File: src/rtl/booth_mult16_pkg.sv
// Shared constants and types for the sequential radix-2 Booth multiplier.
// Holds the operand width, step count, FSM state encoding and Booth decode codes.
package booth_mult16_pkg;

  localparam int MULT_WIDTH = 16;
  localparam int MULT_STEPS = 16;

  typedef enum logic {
    IDLE = 1'b0,
    RUN  = 1'b1
  } state_t;

  localparam logic [1:0] BOOTH_ADD = 2'b01;
  localparam logic [1:0] BOOTH_SUB = 2'b10;

endpackage

File: src/rtl/booth_mult16_adder16.sv
// 16-bit adder with carry in/out used for the Booth accumulate step.
// Purely combinational; no flow control.
module adder16
  import booth_mult16_pkg::*;
(
  input  logic [MULT_WIDTH-1:0] i_a,
  input  logic [MULT_WIDTH-1:0] i_b,
  input  logic                  i_cin,
  output logic [MULT_WIDTH-1:0] o_sum,
  output logic                  o_cout
);

  logic [MULT_WIDTH:0] w_full;

  assign w_full = {1'b0, i_a} + {1'b0, i_b} + {{MULT_WIDTH{1'b0}}, i_cin};
  assign o_sum  = w_full[MULT_WIDTH-1:0];
  assign o_cout = w_full[MULT_WIDTH];

endmodule

File: src/rtl/booth_mult16.sv
// Sequential signed 16x16 radix-2 Booth multiplier, one step per clock.
// Latency 16 cycles from the start edge; starts during RUN are ignored (no queueing).
module booth_mult16
  import booth_mult16_pkg::*;
#(
  parameter int WIDTH = MULT_WIDTH,
  parameter int STEPS = MULT_STEPS
) (
  input  logic               clock,
  input  logic               reset,
  input  logic               ctrl_MULT,
  input  logic [WIDTH-1:0]   data_operandA,
  input  logic [WIDTH-1:0]   data_operandB,
  output logic [2*WIDTH-1:0] data_result,
  output logic               data_exception,
  output logic               data_resultRDY,
  output logic               data_busy
);

  state_t             r_state;
  state_t             w_state_nxt;
  logic [2*WIDTH:0]   r_p;
  logic [WIDTH-1:0]   r_m;
  logic [4:0]         r_cnt;
  logic [2*WIDTH-1:0] r_result;
  logic               r_exc;
  logic               r_rdy;

  logic [WIDTH-1:0]   w_u;
  logic [WIDTH-1:0]   w_l;
  logic               w_q1;
  logic [1:0]         w_code;
  logic               w_is_add;
  logic               w_is_sub;
  logic               w_do_op;
  logic [WIDTH-1:0]   w_bop;
  logic [WIDTH-1:0]   w_sum;
  logic               w_cout;
  logic [WIDTH-1:0]   w_acc;
  logic               w_s;
  logic [2*WIDTH:0]   w_p_nxt;
  logic [2*WIDTH-1:0] w_prod;
  logic               w_start;
  logic               w_last;

  assign w_u      = r_p[2*WIDTH:WIDTH+1];
  assign w_l      = r_p[WIDTH:1];
  assign w_q1     = r_p[0];
  assign w_code   = {w_l[0], w_q1};
  assign w_is_add = (w_code == BOOTH_ADD);
  assign w_is_sub = (w_code == BOOTH_SUB);
  assign w_do_op  = w_is_add | w_is_sub;
  assign w_bop    = w_is_sub ? ~r_m : r_m;

  adder16 u_adder16 (
    .i_a    (w_u),
    .i_b    (w_bop),
    .i_cin  (w_is_sub),
    .o_sum  (w_sum),
    .o_cout (w_cout)
  );

  // The 17th sum bit keeps U-M correct even when M is the most-negative value.
  assign w_acc   = w_do_op ? w_sum : w_u;
  assign w_s     = w_do_op ? (w_u[WIDTH-1] ^ w_bop[WIDTH-1] ^ w_cout) : w_u[WIDTH-1];
  assign w_p_nxt = {w_s, w_acc, w_l};
  assign w_prod  = w_p_nxt[2*WIDTH:1];

  assign w_start = (r_state == IDLE) && ctrl_MULT;
  assign w_last  = (r_state == RUN) && (r_cnt == 5'(STEPS - 1));

  always_ff @(posedge clock or posedge reset) begin
    if (reset) begin
      r_state <= IDLE;
    end else begin
      r_state <= w_state_nxt;
    end
  end

  always_comb begin
    w_state_nxt = r_state;
    case (r_state)
      IDLE:    if (ctrl_MULT) w_state_nxt = RUN;
      RUN:     if (w_last)    w_state_nxt = IDLE;
      default: w_state_nxt = IDLE;
    endcase
  end

  always_ff @(posedge clock or posedge reset) begin
    if (reset) begin
      r_p      <= '0;
      r_m      <= '0;
      r_cnt    <= '0;
      r_result <= '0;
      r_exc    <= 1'b0;
      r_rdy    <= 1'b0;
    end else begin
      r_rdy <= 1'b0;
      if (w_start) begin
        r_m   <= data_operandA;
        r_p   <= {{WIDTH{1'b0}}, data_operandB, 1'b0};
        r_cnt <= '0;
      end else if (r_state == RUN) begin
        r_p   <= w_p_nxt;
        r_cnt <= r_cnt + 5'd1;
        if (w_last) begin
          r_result <= w_prod;
          r_exc    <= !((&w_prod[2*WIDTH-1:WIDTH-1]) || !(|w_prod[2*WIDTH-1:WIDTH-1]));
          r_rdy    <= 1'b1;
        end
      end
    end
  end

  assign data_result    = r_result;
  assign data_exception = r_exc;
  assign data_resultRDY = r_rdy;
  assign data_busy      = (r_state == RUN);

endmodule

File: config.mk
export PLATFORM = sky130hd
export DESIGN_NAME = booth_mult16
export DESIGN_NICKNAME = d
export VERILOG_FILES = /design/src/rtl/booth_mult16_pkg.sv /design/src/rtl/booth_mult16_adder16.sv /design/src/rtl/booth_mult16.sv
export SDC_FILE = /design/constraint.sdc
export NUM_CORES = 1
export LEC_CHECK = 0
export BUFFER_PORTS_ARGS = -buffer_cell sky130_fd_sc_hd__buf_2
export CORE_AREA = 2 2 102 104
export CTS_BUF_LIST = sky130_fd_sc_hd__clkbuf_8
export DETAILED_ROUTE_END_ITERATION = 8
export DIE_AREA = 0 0 104 106
export PLACE_DENSITY_LB_ADDON = 0.3
export SLEW_MARGIN = 20
export SYNTH_ARGS = -nofsm -noshare
export SYNTH_HDL_FRONTEND = slang
export SYNTH_SLANG_ARGS = --single-unit
File: constraint.sdc
create_clock -name clock -period 5 [get_ports clock]
set_input_delay 0.25 -clock clock [delete_from_list [all_inputs] [get_ports clock]]
set_output_delay 0.25 -clock clock [all_outputs]
set_load 0.005 [all_outputs]
Word-level counts from Yosys, hierarchy flattened
Cells that the tools add are included.

Reductions and logical operators: 9. Mux-type cells: 13. Bitwise gates (word level): 6. Add/subtract/negate cells: 3. Eq/ne operators: 3.

Operators by type and width (count): $mux W33 (2); $mux W16 (2); $add A16 B16 Y17 (1); $add A17 B1 Y17 (1); $reduce_and A17 Y1 (1); $reduce_or A17 Y1 (1); $not A16 Y16 (1); $mux W5 (2); $mux W1 (6); $add A5 B1 Y5 const B (1); $eq A5 B4 Y1 const B (1); $reduce_and A3 Y1 (1); $eq A2 B1 Y1 const B (1); $eq A2 B2 Y1 const B (1); $logic_and A1 B1 Y1 (2); $logic_not A1 Y1 (2); $not A1 Y1 (2); $pmux W1 S2 (1); $reduce_bool A2 Y1 (1); $xor A1 B1 Y1 (2); $logic_or A1 B1 Y1 (1); $or A1 B1 Y1 (1).

Register bits after elaboration: 89. Logic and storage cells: 41. Output and inout port bits: 35. Input port bits: 35.

Logic depth before layout (Yosys ltp)
Depth after elaboration: 10. Depth in mapped cells: 16. Mapped depth without buffers: 14.

Cells and area by module
From an unflattened synthesis, not the netlist that was laid out.

Cells, all modules: 445. Area total of the unflattened synthesis: 4777.1 um^2.

By module, submodules not included: booth_mult16 (area each 4033.9 um^2, sequential area each 2227.1 um^2, instances 1, cells an instance 351); adder16 (area each 743.2 um^2, sequential area each 0.0 um^2, instances 1, cells an instance 94).

Worst setup path after synthesis
OpenSTA, ideal clock, no wires.

Kind: flip-flop to flip-flop. Start point: reg r_p[0]. End point: reg r_exc, in the netlist data_exception. Clock period less this slack: 3.542 ns. Buffers on the path: 2. Setup slack: 1.458 ns. Stages on the path, launching flop included: 16. Data required time: 4.858 ns. Library setup time: 0.142 ns. Data arrival time: 3.400 ns. Cells stage by stage: dfrtp_1 > inv_1 > ha_1 > buf_2 > buf_1 > xor2_1 > fa_1 > a211oi_1 > o211ai_1 > a41oi_2 > o21ai_1 > a21oi_1 > xor2_1 > o21ai_0 > nor4_1 > a211oi_2.

Word-level cells in the longest chain between the ends: 10. Elaborated cells between the ends (all ways): 15. Classes of those cells: add/sub (2); eq/ne (2); mux (3); bitwise (3); reduce/logical (5).

Ends and longest elaborated chain: start: declaration (line booth_mult16.sv:22) `logic [2*WIDTH:0] r_p;`; start signal: assignment (line booth_mult16.sv:101) `r_p <= {{WIDTH{1'b0}}, data_operandB, 1'b0};`; start signal: assignment (line booth_mult16.sv:104) `r_p <= w_p_nxt;`; $eq A2 B2 Y1 (line booth_mult16.sv:51) `assign w_is_sub = (w_code == BOOTH_SUB);`; $mux W16 (line booth_mult16.sv:53) `assign w_bop = w_is_sub ? ~r_m : r_m;`; $add A16 B16 Y17 (line booth_mult16_adder16.sv:15) `assign w_full = {1'b0, i_a} + {1'b0, i_b} + {{MULT_WIDTH{1'b0}}, i_cin};`; $add A17 B1 Y17 (line booth_mult16_adder16.sv:15); $xor A1 B1 Y1 (line booth_mult16.sv:65) `assign w_s = w_do_op ? (w_u[WIDTH-1] ^ w_bop[WIDTH-1] ^ w_cout) : w_u[WIDTH-1];`; $mux W1 (line booth_mult16.sv:65); $reduce_or A17 Y1 (line booth_mult16.sv:108) `r_exc <= !((&w_prod[2*WIDTH-1:WIDTH-1]) || !(|w_prod[2*WIDTH-1:WIDTH-1]));`; $logic_not A1 Y1 (line booth_mult16.sv:108); $logic_or A1 B1 Y1 (*) (line booth_mult16.sv:108); $logic_not A1 Y1 (*) (line booth_mult16.sv:108); end signal: assignment (line booth_mult16.sv:108); end: declaration (line booth_mult16.sv:26) `logic r_exc;`.

Every way passes the cells marked *; elsewhere a longest branch is shown, timed or not. A chain may end at the register's enable or synchronous reset.

Final worst setup path
Same ends and word-level chain as after synthesis.

==> results.cfg <==
[layout]
fill_cells = 957
drive_gt1_share_pct = 27.2
area_growth_pct = 14.2
final_nets = 587
antennaDiodeCount = 0

[synth]
netlist_area_um2 = 4860
syn_area_per_cell_um2 = 10.4
synth_edf_count = 0
synthTopCellsByArea = dfrtp_1, mux2_2, ha_1
ys_top_cells_by_count = dfrtp_1, nand2_1, o21ai_0, mux2_2, mux2i_1
yosysUniqueCellTypes = 50
synth_top_area_share_pct = 45.9
synth.yosys.warnings = 0
synthFlopType = dfrtp_1
ys_seq_elements = 89
async_flop_share_pct = 100
yosysTopAreaCell = dfrtp_1
postSynthCellCount = 468
syn-num-nets = 524
ys_seq_area_share_pct = 45.9
synth.most_common_cell = dfrtp_1

[routing]
routed_wl_mm = 10.6
vias_per_cell = 5.45
drt_iter0_markers = 162
avgRoutedWirePerCell_um = 15.8
vias = 3663
drt-pass1-iter-count = 6
antenna_left = 0
route.detailed.drc = 0

[timing]
finalHoldViolations = 0
fmax_mhz = 250
finalCritPeriodShare_pct = 79.9
tns_ns = 0
max_slew.worst_pin.slew_ns = 0.955
maxSlewViolCount = 0
fin_skew_ns = 0.00970
setup_viol = 0
finalWorstPathRequiredPeriod_ns = 3.99
rsz0062_at_grt = false
slew_headroom_pct = 36.3

[worst_setup_path]
worstPathCellList = inv_1 -> ha_1 -> xor2_1 -> fa_1 -> a211oi_1 -> o211ai_1 -> a41oi_2 -> o21ai_1 -> a21oi_1 -> xor2_1 -> o21ai_0 -> nor4_1 -> a211oi_2
critical_path_peak_fanout = 16
cp-start-kind = flop
cp_slowest_cell = ha_1
slowest_delay_ns = 0.79
cp.arrival_ns = 4.22
crit_required_ns = 5.23
crit_type = flop to flop
cp-end-kind = flop
reg2reg_depth = 13
crit_top_cell = xor2_1

[clock_network]
cts_root_buf = clkbuf_8
clockBufferDepth = 2
clock_latency_ns = 0.36
postCtsHoldBufs = 1
ctsResizeCount = 0
path_clk_slew_ns = 0.09
cts_num_sinks = 89
cts_tree = built
h-tree-depth = 3
cts_buffers = 9
post-cts-setup-buffers = 0

[placed_design]
hpwlAfterDp_mm = 7.43
globalplace.congestion = 0.859
port_buffers = 69

[global_route]
grt_pass1_vias = 3711
gr-total-overflow = 0
grt_max_degree = 74
grt_pass1_wl_mm = 18.0
antenna_found_initial = 0
grt_usage_pct = 20.3

[floorplanning]
dieArea_um2 = 11000
core_area_um2 = 10000
rows = 37
initial_core_util_pct = 48.6
die_h_um = 106
dieWidth_um = 104
ioPinCount = 70

[job]
maxCapViolations = 0

[hold_path]
hold_class = input port to flop
holdPathStages = 2

[outcome]
status = finished clean
==> flip-flops by register name, indices dropped and copies added, names as in the netlist <==
signal / count
data_resultRDY: 1
data_busy: 1
r_m: 16
r_p: 33
r_cnt: 5
data_result: 32
data_exception: 1
==> stage by stage <==
step / hold slack (ns) / setup WS (ns) / cell area [µm²] / util, % / std cells
after floorplan: 0.402 / 1.46 / 4860 / - / 468
after global placement: 0.271 / 1.17 / 5330 / 53.3 / 655
after detailed placement: 0.274 / 0.982 / 5330 / 53.3 / 655
after CTS: 0.102 / 0.952 / 5550 / 55.5 / 672
after global routing: 0.104 / 0.592 / 5550 / 55.5 / 672
final: 0.115 / 1.01 / 5550 / 55.5 / 672
==> cells in the final DEF (no fill, tap or decap), types with 4 or more instances in the layout <==
cell	count
nand3_1	6
xnor2_1	4
nor3_1	9
o21ai_0	47
nand2_1	62
clkbuf_8	11
mux2i_1	25
mux2_2	38
dfrtp_1	88
buf_2	69
nor2_1	15
nor2b_1	7
a21oi_1	16
inv_1	8
ha_1	20
nand4_1	4
buf_4	6
nand2b_1	21
o211ai_1	4
xor2_1	22
==> path summary, 6_finish.rpt <==
kind                                             startpoint                     endpoint  slack, ns
worst max-delay path                     r_p[0]$_DFFE_PP0P_   data_exception$_DFFE_PP0P_       1.01
worst min-delay path                       data_operandA[4]           r_m[4]$_DFFE_PP0P_       0.12
worst max register to register           r_p[0]$_DFFE_PP0P_   data_exception$_DFFE_PP0P_       1.01
worst min register to register  data_result[17]$_DFFE_PP0P_  data_result[17]$_DFFE_PP0P_       0.48
max in group asynchronous                             reset          data_busy$_DFF_PP0_       3.42
min in group asynchronous                             reset          r_m[12]$_DFFE_PP0P_       0.41
==> metal layers <==
metal / vias to the layer above / track usage (%) / routed length (µm) / share of wire, %
met5: - / 0 / 0 / 0
met1: 1806 / 25.5 / 4700 / 44
li1: 1773 / - / - / -
met4: 0 / 5.60 / 191 / 1.8
met3: 14 / 4.97 / 400 / 3.8
met2: 70 / 35.1 / 5340 / 50
==> worst max-delay path: cells and delay by family, from the launching register on <==
family / cells / cell delay, ns
XOR/XNOR: 2 / 0.39
flip-flops: 1 / 0.37
adder cells (fa/ha/maj): 2 / 1.30
AND/OR/NAND/NOR: 1 / 0.42
AO/OA/AOI/OAI: 7 / 1.32
buffers and inverters: 1 / 0.07
==> kinds of logic (layout without fill, tap and decap cells) <==
kind of cell               count (synthesis)  count (layout)  synth area share, %
buffers and inverters                     35             103                 2.78
muxes                                     65              65                 14.9
AOI/OAI and AO/OA                         95              95                 12.3
xor gates and xnor gates                  26              26                 4.69
and+or+nand+nor                          137             137                 14.0
adders and majority gates                 21              21                 5.56
DFF                                       89              89                 45.9
==> area by class of cell <==
type	count	area, µm²	area share (%)
sequential	89	2230	40.2
clock inverter	5	60.1	1.08
multi-input combinational	344	2490	45.0
tap	136	170	3.07
clock buffer	11	151	2.73
inverter	11	42.5	0.767
timing repair buffer	76	400	7.22
Power is left out: the tool's default activity adds up to more than one toggle a clock period on the data nets, which glitch-free logic cannot reach.
